`src/rtl/beta_pkg.sv`:
```
// rtl/beta_pkg.sv - shared constants and types for the Beta fetch stage
package beta_pkg;

  localparam logic [31:0] BETA_RESET_PC = 32'h8000_0000;
  localparam logic [31:0] BETA_ILLOP_PC = 32'h8000_0004;
  localparam logic [31:0] BETA_XADR_PC  = 32'h8000_0008;

  // ADD(R31,R31,R31) and BNE(R31,0,XP); the RF stage substitutes these for irin
  localparam logic [31:0] BETA_NOP_INSTR = 32'h83FF_F800;
  localparam logic [31:0] BETA_BNE_INSTR = 32'h77DF_0000;

  typedef enum logic [1:0] {
    IRSRC_IR  = 2'd0,
    IRSRC_BNE = 2'd1,
    IRSRC_NOP = 2'd2
  } irsrc_t;

  typedef enum logic [1:0] {
    PCSEL_SEQ   = 2'd0,
    PCSEL_BR    = 2'd1,
    PCSEL_JMP   = 2'd2,
    PCSEL_ILLOP = 2'd3
  } pcsel_t;

  typedef enum logic [1:0] {
    ST_FETCH   = 2'd0,
    ST_FULL    = 2'd1,
    ST_DISCARD = 2'd2
  } fetch_state_t;

endpackage

```
`src/rtl/beta_imem_if.sv`:
```
// rtl/beta_imem_if.sv - request/acknowledge bus to the instruction memory
interface beta_imem_if;
  logic        imem_req;
  logic [31:0] imem_addr;
  logic        imem_ack;
  logic [31:0] imem_rdata;

  modport master (output imem_req, imem_addr, input imem_ack, imem_rdata);
  modport slave  (input imem_req, imem_addr, output imem_ack, imem_rdata);
endinterface

```
`src/rtl/beta_pc_next.sv`:
```
// rtl/beta_pc_next.sv - redirect/trap target mux with the supervisor-bit rule
module beta_pc_next
  import beta_pkg::*;
#(
  parameter logic [31:0] ILLOP_PC = BETA_ILLOP_PC,
  parameter logic [31:0] XADR_PC  = BETA_XADR_PC
) (
  input  pcsel_t      i_pcsel,
  input  logic [31:0] i_c_relative_a,
  input  logic [31:0] i_jt,
  input  logic        i_rf_super,
  output logic [31:0] o_target
);

  logic w_unused_jt_lsb;
  assign w_unused_jt_lsb = ^i_jt[1:0];

  // A sequential pcsel only reaches this mux when a trap is being taken
  always_comb begin
    o_target = XADR_PC;
    case (i_pcsel)
      PCSEL_BR:    o_target = i_c_relative_a;
      PCSEL_JMP:   o_target = {i_jt[31] & i_rf_super, i_jt[30:2], 2'b00};
      PCSEL_ILLOP: o_target = ILLOP_PC;
      default:     o_target = XADR_PC;
    endcase
  end

endmodule

```
`src/rtl/beta_if.sv`:
```
// rtl/beta_if.sv - Beta instruction fetch: PC, imem requests, redirects and trap injection
module beta_if
  import beta_pkg::*;
#(
  parameter logic [31:0] RESET_PC = BETA_RESET_PC,
  parameter logic [31:0] ILLOP_PC = BETA_ILLOP_PC,
  parameter logic [31:0] XADR_PC  = BETA_XADR_PC
) (
  input  logic        clk,
  input  logic        rst_n,
  input  logic        stall,
  input  logic [1:0]  pcsel,
  input  logic [31:0] cRelativeA,
  input  logic [31:0] jt,
  input  logic        irq,
  beta_imem_if.master imem,
  output logic [31:0] pcin,
  output logic [31:0] irin,
  output logic [1:0]  irsrc
);

  fetch_state_t r_state, w_state_nxt;
  logic [31:0]  r_fetch_pc, r_pending_pc, r_buf_ir;
  logic         r_rf_super;

  logic         w_ack, w_avail, w_redirect, w_trap, w_jump;
  logic [31:0]  w_target, w_pc_plus4, w_instr;
  irsrc_t       w_irsrc;
  logic         w_req;

  assign w_ack      = imem.imem_ack;
  assign w_avail    = ((r_state == ST_FETCH) && w_ack) || (r_state == ST_FULL);
  assign w_instr    = (r_state == ST_FULL) ? r_buf_ir : imem.imem_rdata;
  assign w_redirect = !stall && (pcsel != 2'd0);
  assign w_trap     = !stall && !w_redirect && w_avail && irq && !r_fetch_pc[31];
  assign w_jump     = w_redirect || w_trap;
  // Supervisor bit is never carried into
  assign w_pc_plus4 = {r_fetch_pc[31], r_fetch_pc[30:0] + 31'd4};

  beta_pc_next #(
    .ILLOP_PC(ILLOP_PC),
    .XADR_PC (XADR_PC)
  ) u_pc_next (
    .i_pcsel       (pcsel_t'(pcsel)),
    .i_c_relative_a(cRelativeA),
    .i_jt          (jt),
    .i_rf_super    (r_rf_super),
    .o_target      (w_target)
  );

  always_ff @(posedge clk or negedge rst_n) begin
    if (!rst_n) r_state <= ST_FETCH;
    else        r_state <= w_state_nxt;
  end

  always_comb begin
    w_state_nxt = r_state;
    case (r_state)
      ST_FETCH: begin
        if (w_ack) begin
          if (!w_jump && stall) w_state_nxt = ST_FULL;
        end else if (w_redirect) begin
          w_state_nxt = ST_DISCARD;
        end
      end
      ST_FULL:    if (!stall) w_state_nxt = ST_FETCH;
      ST_DISCARD: if (w_ack)  w_state_nxt = ST_FETCH;
      default:    w_state_nxt = ST_FETCH;
    endcase
  end

  always_comb begin
    w_req   = (r_state != ST_FULL);
    w_irsrc = IRSRC_IR;
    if (w_redirect || !w_avail) w_irsrc = IRSRC_NOP;
    else if (w_trap)            w_irsrc = IRSRC_BNE;
  end

  always_ff @(posedge clk or negedge rst_n) begin
    if (!rst_n) begin
      r_fetch_pc   <= RESET_PC;
      r_pending_pc <= 32'd0;
      r_buf_ir     <= 32'd0;
      r_rf_super   <= 1'b1;
    end else begin
      case (r_state)
        ST_FETCH: begin
          if (w_ack) begin
            if (w_jump)     r_fetch_pc <= w_target;
            else if (stall) r_buf_ir   <= imem.imem_rdata;
            else            r_fetch_pc <= w_pc_plus4;
          end else if (w_redirect) begin
            r_pending_pc <= w_target;
          end
        end
        ST_FULL: begin
          if (w_jump)      r_fetch_pc <= w_target;
          else if (!stall) r_fetch_pc <= w_pc_plus4;
        end
        ST_DISCARD: if (w_ack) r_fetch_pc <= r_pending_pc;
        default: ;
      endcase
      if (!stall) r_rf_super <= w_pc_plus4[31];
    end
  end

  assign imem.imem_req  = w_req;
  assign imem.imem_addr = {1'b0, r_fetch_pc[30:2], 2'b00};
  assign pcin           = w_pc_plus4;
  assign irin           = w_instr;
  assign irsrc          = w_irsrc;

endmodule

```
`src/flat_wrapper.sv`:
```
// flat-port wrapper written by rule: the top's interface ports become plain ports
module beta_if_flat import beta_pkg::*;
#(
  parameter logic [31:0] RESET_PC = BETA_RESET_PC,
  parameter logic [31:0] ILLOP_PC = BETA_ILLOP_PC,
  parameter logic [31:0] XADR_PC  = BETA_XADR_PC
)
  (clk, rst_n, stall, pcsel, cRelativeA, jt, irq, pcin, irin, irsrc, imem_imem_req, imem_imem_addr, imem_imem_ack, imem_imem_rdata);
  beta_imem_if imem_i ();
  input  logic clk;
  input  logic rst_n;
  input  logic stall;
  input  logic [1:0] pcsel;
  input  logic [31:0] cRelativeA;
  input  logic [31:0] jt;
  input  logic irq;
  output logic [31:0] pcin;
  output logic [31:0] irin;
  output logic [1:0] irsrc;
  output wire logic [$bits(imem_i.imem_req)-1:0] imem_imem_req;
  output wire logic [$bits(imem_i.imem_addr)-1:0] imem_imem_addr;
  input wire logic [$bits(imem_i.imem_ack)-1:0] imem_imem_ack;
  input wire logic [$bits(imem_i.imem_rdata)-1:0] imem_imem_rdata;
  assign imem_imem_req = imem_i.imem_req;
  assign imem_imem_addr = imem_i.imem_addr;
  assign imem_i.imem_ack = imem_imem_ack;
  assign imem_i.imem_rdata = imem_imem_rdata;
  beta_if #(.RESET_PC(RESET_PC), .ILLOP_PC(ILLOP_PC), .XADR_PC(XADR_PC)) u_core (.clk(clk), .rst_n(rst_n), .stall(stall), .pcsel(pcsel), .cRelativeA(cRelativeA), .jt(jt), .irq(irq), .imem(imem_i), .pcin(pcin), .irin(irin), .irsrc(irsrc));
endmodule
```
`config.mk`:
```
export PLATFORM = sky130hd
export DESIGN_NAME = beta_if_flat
export DESIGN_NICKNAME = d
export VERILOG_FILES = /design/src/rtl/beta_pkg.sv /design/src/rtl/beta_imem_if.sv /design/src/rtl/beta_pc_next.sv /design/src/rtl/beta_if.sv /design/src/flat_wrapper.sv
export SDC_FILE = /design/constraint.sdc
export NUM_CORES = 1
export LEC_CHECK = 0
export BUFFER_PORTS_ARGS = -buffer_cell sky130_fd_sc_hd__buf_2
export CAP_MARGIN = 0
export CORE_ASPECT_RATIO = 1.5
export CORE_UTILIZATION = 33
export DETAILED_ROUTE_END_ITERATION = 8
export PLACE_DENSITY = 0.59
export SLEW_MARGIN = 15
export SYNTH_ARGS = -nofsm -noshare
export SYNTH_HDL_FRONTEND = slang
export SYNTH_SLANG_ARGS = --single-unit
```
`constraint.sdc`:
```
create_clock -name clk -period 6.05 [get_ports clk]
set_input_delay 0.3025 -clock clk [delete_from_list [all_inputs] [get_ports clk]]
set_output_delay 0.3025 -clock clk [all_outputs]
set_load 0.01 [all_outputs]
```
## Word-level counts from Yosys, hierarchy flattened

Index checks and enable logic that the tools add are counted.

| word-level totals | value |
|---|---|
| logic and storage cells | 57 |
| output and inout port bits | 99 |
| input port bits | 103 |
| bits in registers | 99 |

| operators by class | value |
|---|---|
| eq/ne operators | 11 |
| reductions and logical operators | 22 |
| add/sub/neg operators | 1 |
| bitwise gates (word level) | 3 |
| multiplexer cells | 15 |

Operators by type and width:

| operator | count |
|---|---|
| $pmux W32 S3 | 2 |
| $mux W32 | 4 |
| $add A31 B3 Y31 const B | 1 |
| $mux W31 | 1 |
| $mux W2 | 6 |
| $reduce_and A4 Y1 | 2 |
| $logic_and A1 B1 Y1 | 7 |
| $eq A2 B2 Y1 const B | 3 |
| $ne A2 B2 Y1 const B | 3 |
| $pmux W2 S3 | 1 |
| $reduce_and A3 Y1 | 2 |
| $logic_not A1 Y1 | 5 |
| $eq A2 B1 Y1 const B | 2 |
| $logic_or A1 B1 Y1 | 3 |
| $ne A3 B2 Y1 const B | 1 |
| $ne A3 B3 Y1 const B | 1 |
| $reduce_bool A3 Y1 | 1 |
| $logic_not A2 Y1 | 1 |
| $ne A2 B1 Y1 const B | 1 |
| $not A1 Y1 | 2 |
| $reduce_bool A2 Y1 | 1 |
| $and A1 B1 Y1 | 1 |
| $mux W1 | 1 |

## Logic depth before layout (Yosys ltp)

| depth | value |
|---|---|
| depth in word-level cells | 13 |
| mapped depth | 8 |
| depth with buffers taken out | 6 |

## Modules after synthesis

Synthesis repeated with hierarchy kept, for this count alone.

| second synthesis, totals | value |
|---|---|
| cell total of the unflattened synthesis | 557 |
| area, all modules | 5,790.6 µm² |

Modules (own cells, without submodules):

| module | area an instance (µm²) | instances | cells each | seq. area each (µm²) |
|---|---|---|---|---|
| beta_if | 5,410.2 | 1 | 511 | 2,479.9 |
| beta_pc_next | 380.4 | 1 | 46 | 0.0 |

## Worst setup path after synthesis

OpenSTA, ideal clock, no wires.

| timing | value |
|---|---|
| kind | reg2out |
| start point | reg u_core.r_fetch_pc[2] |
| end point | out pcin[28] |
| data arrival time | 1.952 ns |
| buffers on the path | 0 |
| slack | 3.795 ns |
| required time | 5.747 ns |
| stages on the path, launching flop included | 6 |
| path through | dfrtp_1 ha_1 nand3_1 or4_2 nor3_2 xor2_1 |

| on the way | value |
|---|---|
| cells in the longest elaborated chain, start to end | 1 |

Ends and longest elaborated chain:

| item | line | text |
|---|---|---|
| from (decl) | beta_if.sv:23 | `logic [31:0] r_fetch_pc, r_pending_pc, r_buf_ir;` |
| from (signal assigned) | beta_if.sv:89 | `if (w_jump) r_fetch_pc <= w_target;` |
| from (signal assigned) | beta_if.sv:91 | `else r_fetch_pc <= w_pc_plus4;` |
| from (signal assigned) | beta_if.sv:97 | `if (w_jump) r_fetch_pc <= w_target;` |
| $add A31 B3 Y31 | beta_if.sv:38 | `assign w_pc_plus4 = {r_fetch_pc[31], r_fetch_pc[30:0] + 31'd4};` |
| to (decl) | flat_wrapper.sv:17 | `output logic [31:0] pcin;` |

No other way between the ends.

## Worst setup path after layout

| timing | value |
|---|---|
| start point | reg u_core.r_fetch_pc[2] |
| end point | out pcin[24] |

Same word-level chain as after synthesis.

==> results_dict.tcl <==
set metrics [dict create \
    combinational_family_with_the_most_area_after_synthesis "simple AND/OR/NAND/NOR gates" \
    worst_hold_path.num_cells 2 \
    synth_xor_area_frac 0.0345 \
    crit-reg2reg-capture "u_core.r_fetch_pc[23]" \
    wl_per_cell_um 17.1 \
    global_route_wire_length_before_repair_mm 27.3 \
    netlist_top_cells_area "sky130_fd_sc_hd__dfrtp_1 (42%), sky130_fd_sc_hd__mux2_2 (14%), sky130_fd_sc_hd__nand2_1 (5.2%)" \
    nets 893 \
    syn_area_per_cell_um2 9.51 \
    rows 59 \
    final_ws_setup_ps 3060 \
    worst-slew-pin-transition_ps 1060 \
    dr_total_vias 5334 \
    leakage_nw 3.36 \
    compound_cell_area_share_of_the_yosys_netlist 0.171 \
    slew_headroom 0.295 \
    first_global_vias 5148 \
    clock_sink_count 99 \
    clock_tree_from_tritoncts "built" \
    crit_start "u_core.r_fetch_pc[2]" \
    yosysWarningCount 0 \
    detailedRoute.firstPassIterationCount 5 \
    finalPower_w 0.00228 \
    dieArea_um2 18300 \
    ys_seq_area_frac 0.424 \
    insertion_delay_of_the_later_clocked_pin_in_the_worst_skew_pair_ps 350 \
    grt-ovfl-total 0 \
    post_synth_mux_area_share 0.145 \
    postPlaceCellArea_um2 6970 \
    finalMaxSlewViolations 0 \
    route.detailed.drc 0 \
    postRouteWirelength_mm 17.2 \
    vdd_ir_drop_max_mv 0.136 \
    grt_util_overall 0.191 \
    timing.setup.tns_ps 0 \
    postSynthCellCount 615 \
    synth_area_leader_cell "sky130_fd_sc_hd__dfrtp_1" \
    clock_skew_ps 10.5 \
    area_occupied_by_multi_input_gates_um2 3140 \
    crit_path_cell_trace "ha_1 > nand3_1 > or4_2 > nor2_1 > xor2_1 > buf_2" \
    numCtsBuffers 9 \
    floorplan.initialDensity 0.337 \
    gp_congestion 0.773 \
    largest_net_degree_at_the_start_of_global_routing 57 \
    async_set_reset_flop_share_out_of_synthesis 1.00 \
    timing.critical_path.slowest_cell_delay_ps 710 \
    yosysUniqueCellTypes 65 \
    fmax_mhz 334 \
    postSynth.topFlopCell "sky130_fd_sc_hd__dfrtp_1" \
    cp-endpoint "pcin[24]" \
    setup_repair_after_global_routing_missed_its_margin "no" \
    period_share 0.495 \
    portBuffers 196 \
    layout-area-overhead-vs-synth_pct 24.1 \
    worst_path_max_delay_cell "sky130_fd_sc_hd__or4_2" \
    sequential_cell_area_um2 2480 \
    crit_path_start_kind "flop" \
    outcome "finished clean" \
    synthDominantCellAreaShare 0.415 \
    r2r_start "u_core.r_state[0]" \
    ys_seq_elements 99 \
    die_w_um 111 \
    antennaDiodeCount 0 \
    die_y_um 165 \
    timing.critical_path.required_ps 5750 \
    dr.first_iter.drc_count 296 \
    floorplan.io_pins 202 \
    rr_worst_depth 5 \
    setup_viol 0 \
    drv.max_cap_violation_count 0 \
    postCtsSetupRepairBufs 0 \
    worst-r2r-setup-slack_ps 3490 \
    drtAntennaViolNets 0 \
    antenna_found_initial 0 \
    cp-end-kind "primary output" \
    fillers 1790 \
    path_max_fanout 8 \
    dp_hpwl_mm 12.6 \
    max-clock-path-buffers 2 \
    clockRootBuffer "sky130_fd_sc_hd__clkbuf_16" \
    detail_route.vias_per_cell 5.30 \
    holdCritPathClass "in2reg" \
    fraction_of_layout_instances_using_a_drive_strength_above_1 0.401 \
    pwr_density_nw_per_um2 314 \
    synth_enable_flop_cells 0 \
    synth_adder_area_share 0.00214 \
    final_area_um2 7260 \
    timing_hold_violations_final 0 \
    worst_ep_arrival_time_ps 2690 \
    synth.cell_area_um2 5850 \
    period_needed_ps 2990 \
    synthSimpleGateAreaFrac 0.179 \
    htree_levels 3 \
    worst_setup_hold_path_clk_slew_ps 70 \
    criticalPathCategory "reg2out" \
    pre_cts_slack_ps 3430 \
    core_region_area_um2 17300 \
]
## flip-flops by register name, summed over array words and instances (netlist names)
| name | count |
|---|---|
| u_core.r_buf_ir | 32 |
| u_core.r_fetch_pc | 32 |
| u_core.r_pending_pc | 32 |
| u_core.r_rf_super | 1 |
| u_core.r_state | 2 |
## power breakdown
group / total (W) / switching (W) / internal [W] / leakage [nW]
Combinational: 0.000737 / 0.000387 / 0.000350 / 2.01
Clock: 0.000556 / 0.000264 / 0.000292 / 0.132
Sequential: 0.000990 / 0.000172 / 0.000818 / 1.22
Total: 0.00228 / 0.000822 / 0.00146 / 3.36
## layout by cell type (no fill, tap or decap), types with 8 or more instances in the layout
cell type | netlist | layout
sky130_fd_sc_hd__a21oi_1 | 25 | 25
sky130_fd_sc_hd__and3_1 | 12 | 12
sky130_fd_sc_hd__xnor2_1 | 16 | 16
sky130_fd_sc_hd__nand3_1 | 24 | 23
sky130_fd_sc_hd__nand4_1 | 8 | 8
sky130_fd_sc_hd__a22oi_1 | 21 | 21
sky130_fd_sc_hd__nor3_1 | 8 | 8
sky130_fd_sc_hd__mux2_2 | 71 | 71
sky130_fd_sc_hd__clkbuf_16 | 0 | 9
sky130_fd_sc_hd__nor2_1 | 31 | 31
sky130_fd_sc_hd__nand2_1 | 81 | 81
sky130_fd_sc_hd__o21ai_0 | 46 | 46
sky130_fd_sc_hd__inv_1 | 8 | 8
sky130_fd_sc_hd__buf_4 | 3 | 10
sky130_fd_sc_hd__buf_2 | 6 | 195
sky130_fd_sc_hd__dfrtp_1 | 97 | 97
## per-stage QoR
stage / cells / utilization / hold WS (ps)
2_1_floorplan: 617 / - / 6.91
6_report: 1007 / 0.418 / 192
3_3_place_gp: 990 / 0.402 / 376
5_1_grt: 1007 / 0.418 / 181
4_1_cts: 1007 / 0.418 / 179
3_5_place_dp: 990 / 0.402 / 370
## timing repair
action,in CTS,in global routing
resized for setup,0,0
hold buffers,1,0
setup endpoints to repair,0,0
endpoints found under the hold margin,15,0
## Yosys cell counts (8+ instances only)
cell type and number:
sky130_fd_sc_hd__inv_1 8, sky130_fd_sc_hd__mux2_2 71, sky130_fd_sc_hd__a22oi_1 21, sky130_fd_sc_hd__nand4_1 8
sky130_fd_sc_hd__and3_1 12, sky130_fd_sc_hd__o21ai_0 46, sky130_fd_sc_hd__a21oi_1 25, sky130_fd_sc_hd__nor3_1 8
sky130_fd_sc_hd__xnor2_1 16, sky130_fd_sc_hd__nor2_1 31, sky130_fd_sc_hd__clkbuf_1 24, sky130_fd_sc_hd__dfrtp_1 97
sky130_fd_sc_hd__nand2_1 81, sky130_fd_sc_hd__nand3_1 24
## area by class of cell
type | count | area share
inverter | 8 | 0.00414
clock buffer | 11 | 0.0334
timing repair buffer | 206 | 0.146
sequential | 99 | 0.342
tap | 213 | 0.0367
clock inverter | 5 | 0.00517
multi-input combinational | 465 | 0.433
## layer usage
metal | global-route usage | vias to the layer above | wire length [µm]
met4 | 0.0739 | 0 | 441
met1 | 0.214 | 2516 | 6840
met5 | 0 | - | 0
met2 | 0.347 | 205 | 8790
met3 | 0.0495 | 31 | 1130
li1 | - | 2582 | -
## worst min path at each step
stage                             from                  end  slack, ps
finish              imem_imem_rdata[4]   u_core.r_buf_ir[4]        190
global route        imem_imem_rdata[4]   u_core.r_buf_ir[4]        180
CTS                 imem_imem_rdata[4]   u_core.r_buf_ir[4]        180
detailed placement               rst_n  u_core.r_buf_ir[10]        370
global placement                 rst_n  u_core.r_buf_ir[10]        380
floorplan                        rst_n   u_core.r_buf_ir[0]          7
## cells by family (layout without fill, tap and decap cells)
group,Yosys count,in the layout
AND/OR/NAND/NOR,210,210
AO/OA/AOI/OAI,152,152
flip-flops,99,99
multiplexers,76,76
buffers and inverters,53,230
XOR/XNOR,23,23
adder cells (fa/ha/maj),1,1
other,1,3
## worst max-delay path, delay by kind of cell (launching register included)
family                   cells  cell delay, ps
flip-flops                   1             480
adder cells (fa/ha/maj)      1             240
XOR/XNOR                     1             180
buffers and inverters        1             150
AND/OR/NAND/NOR              3            1290
Note: power is estimated with default switching activity, not from simulation.
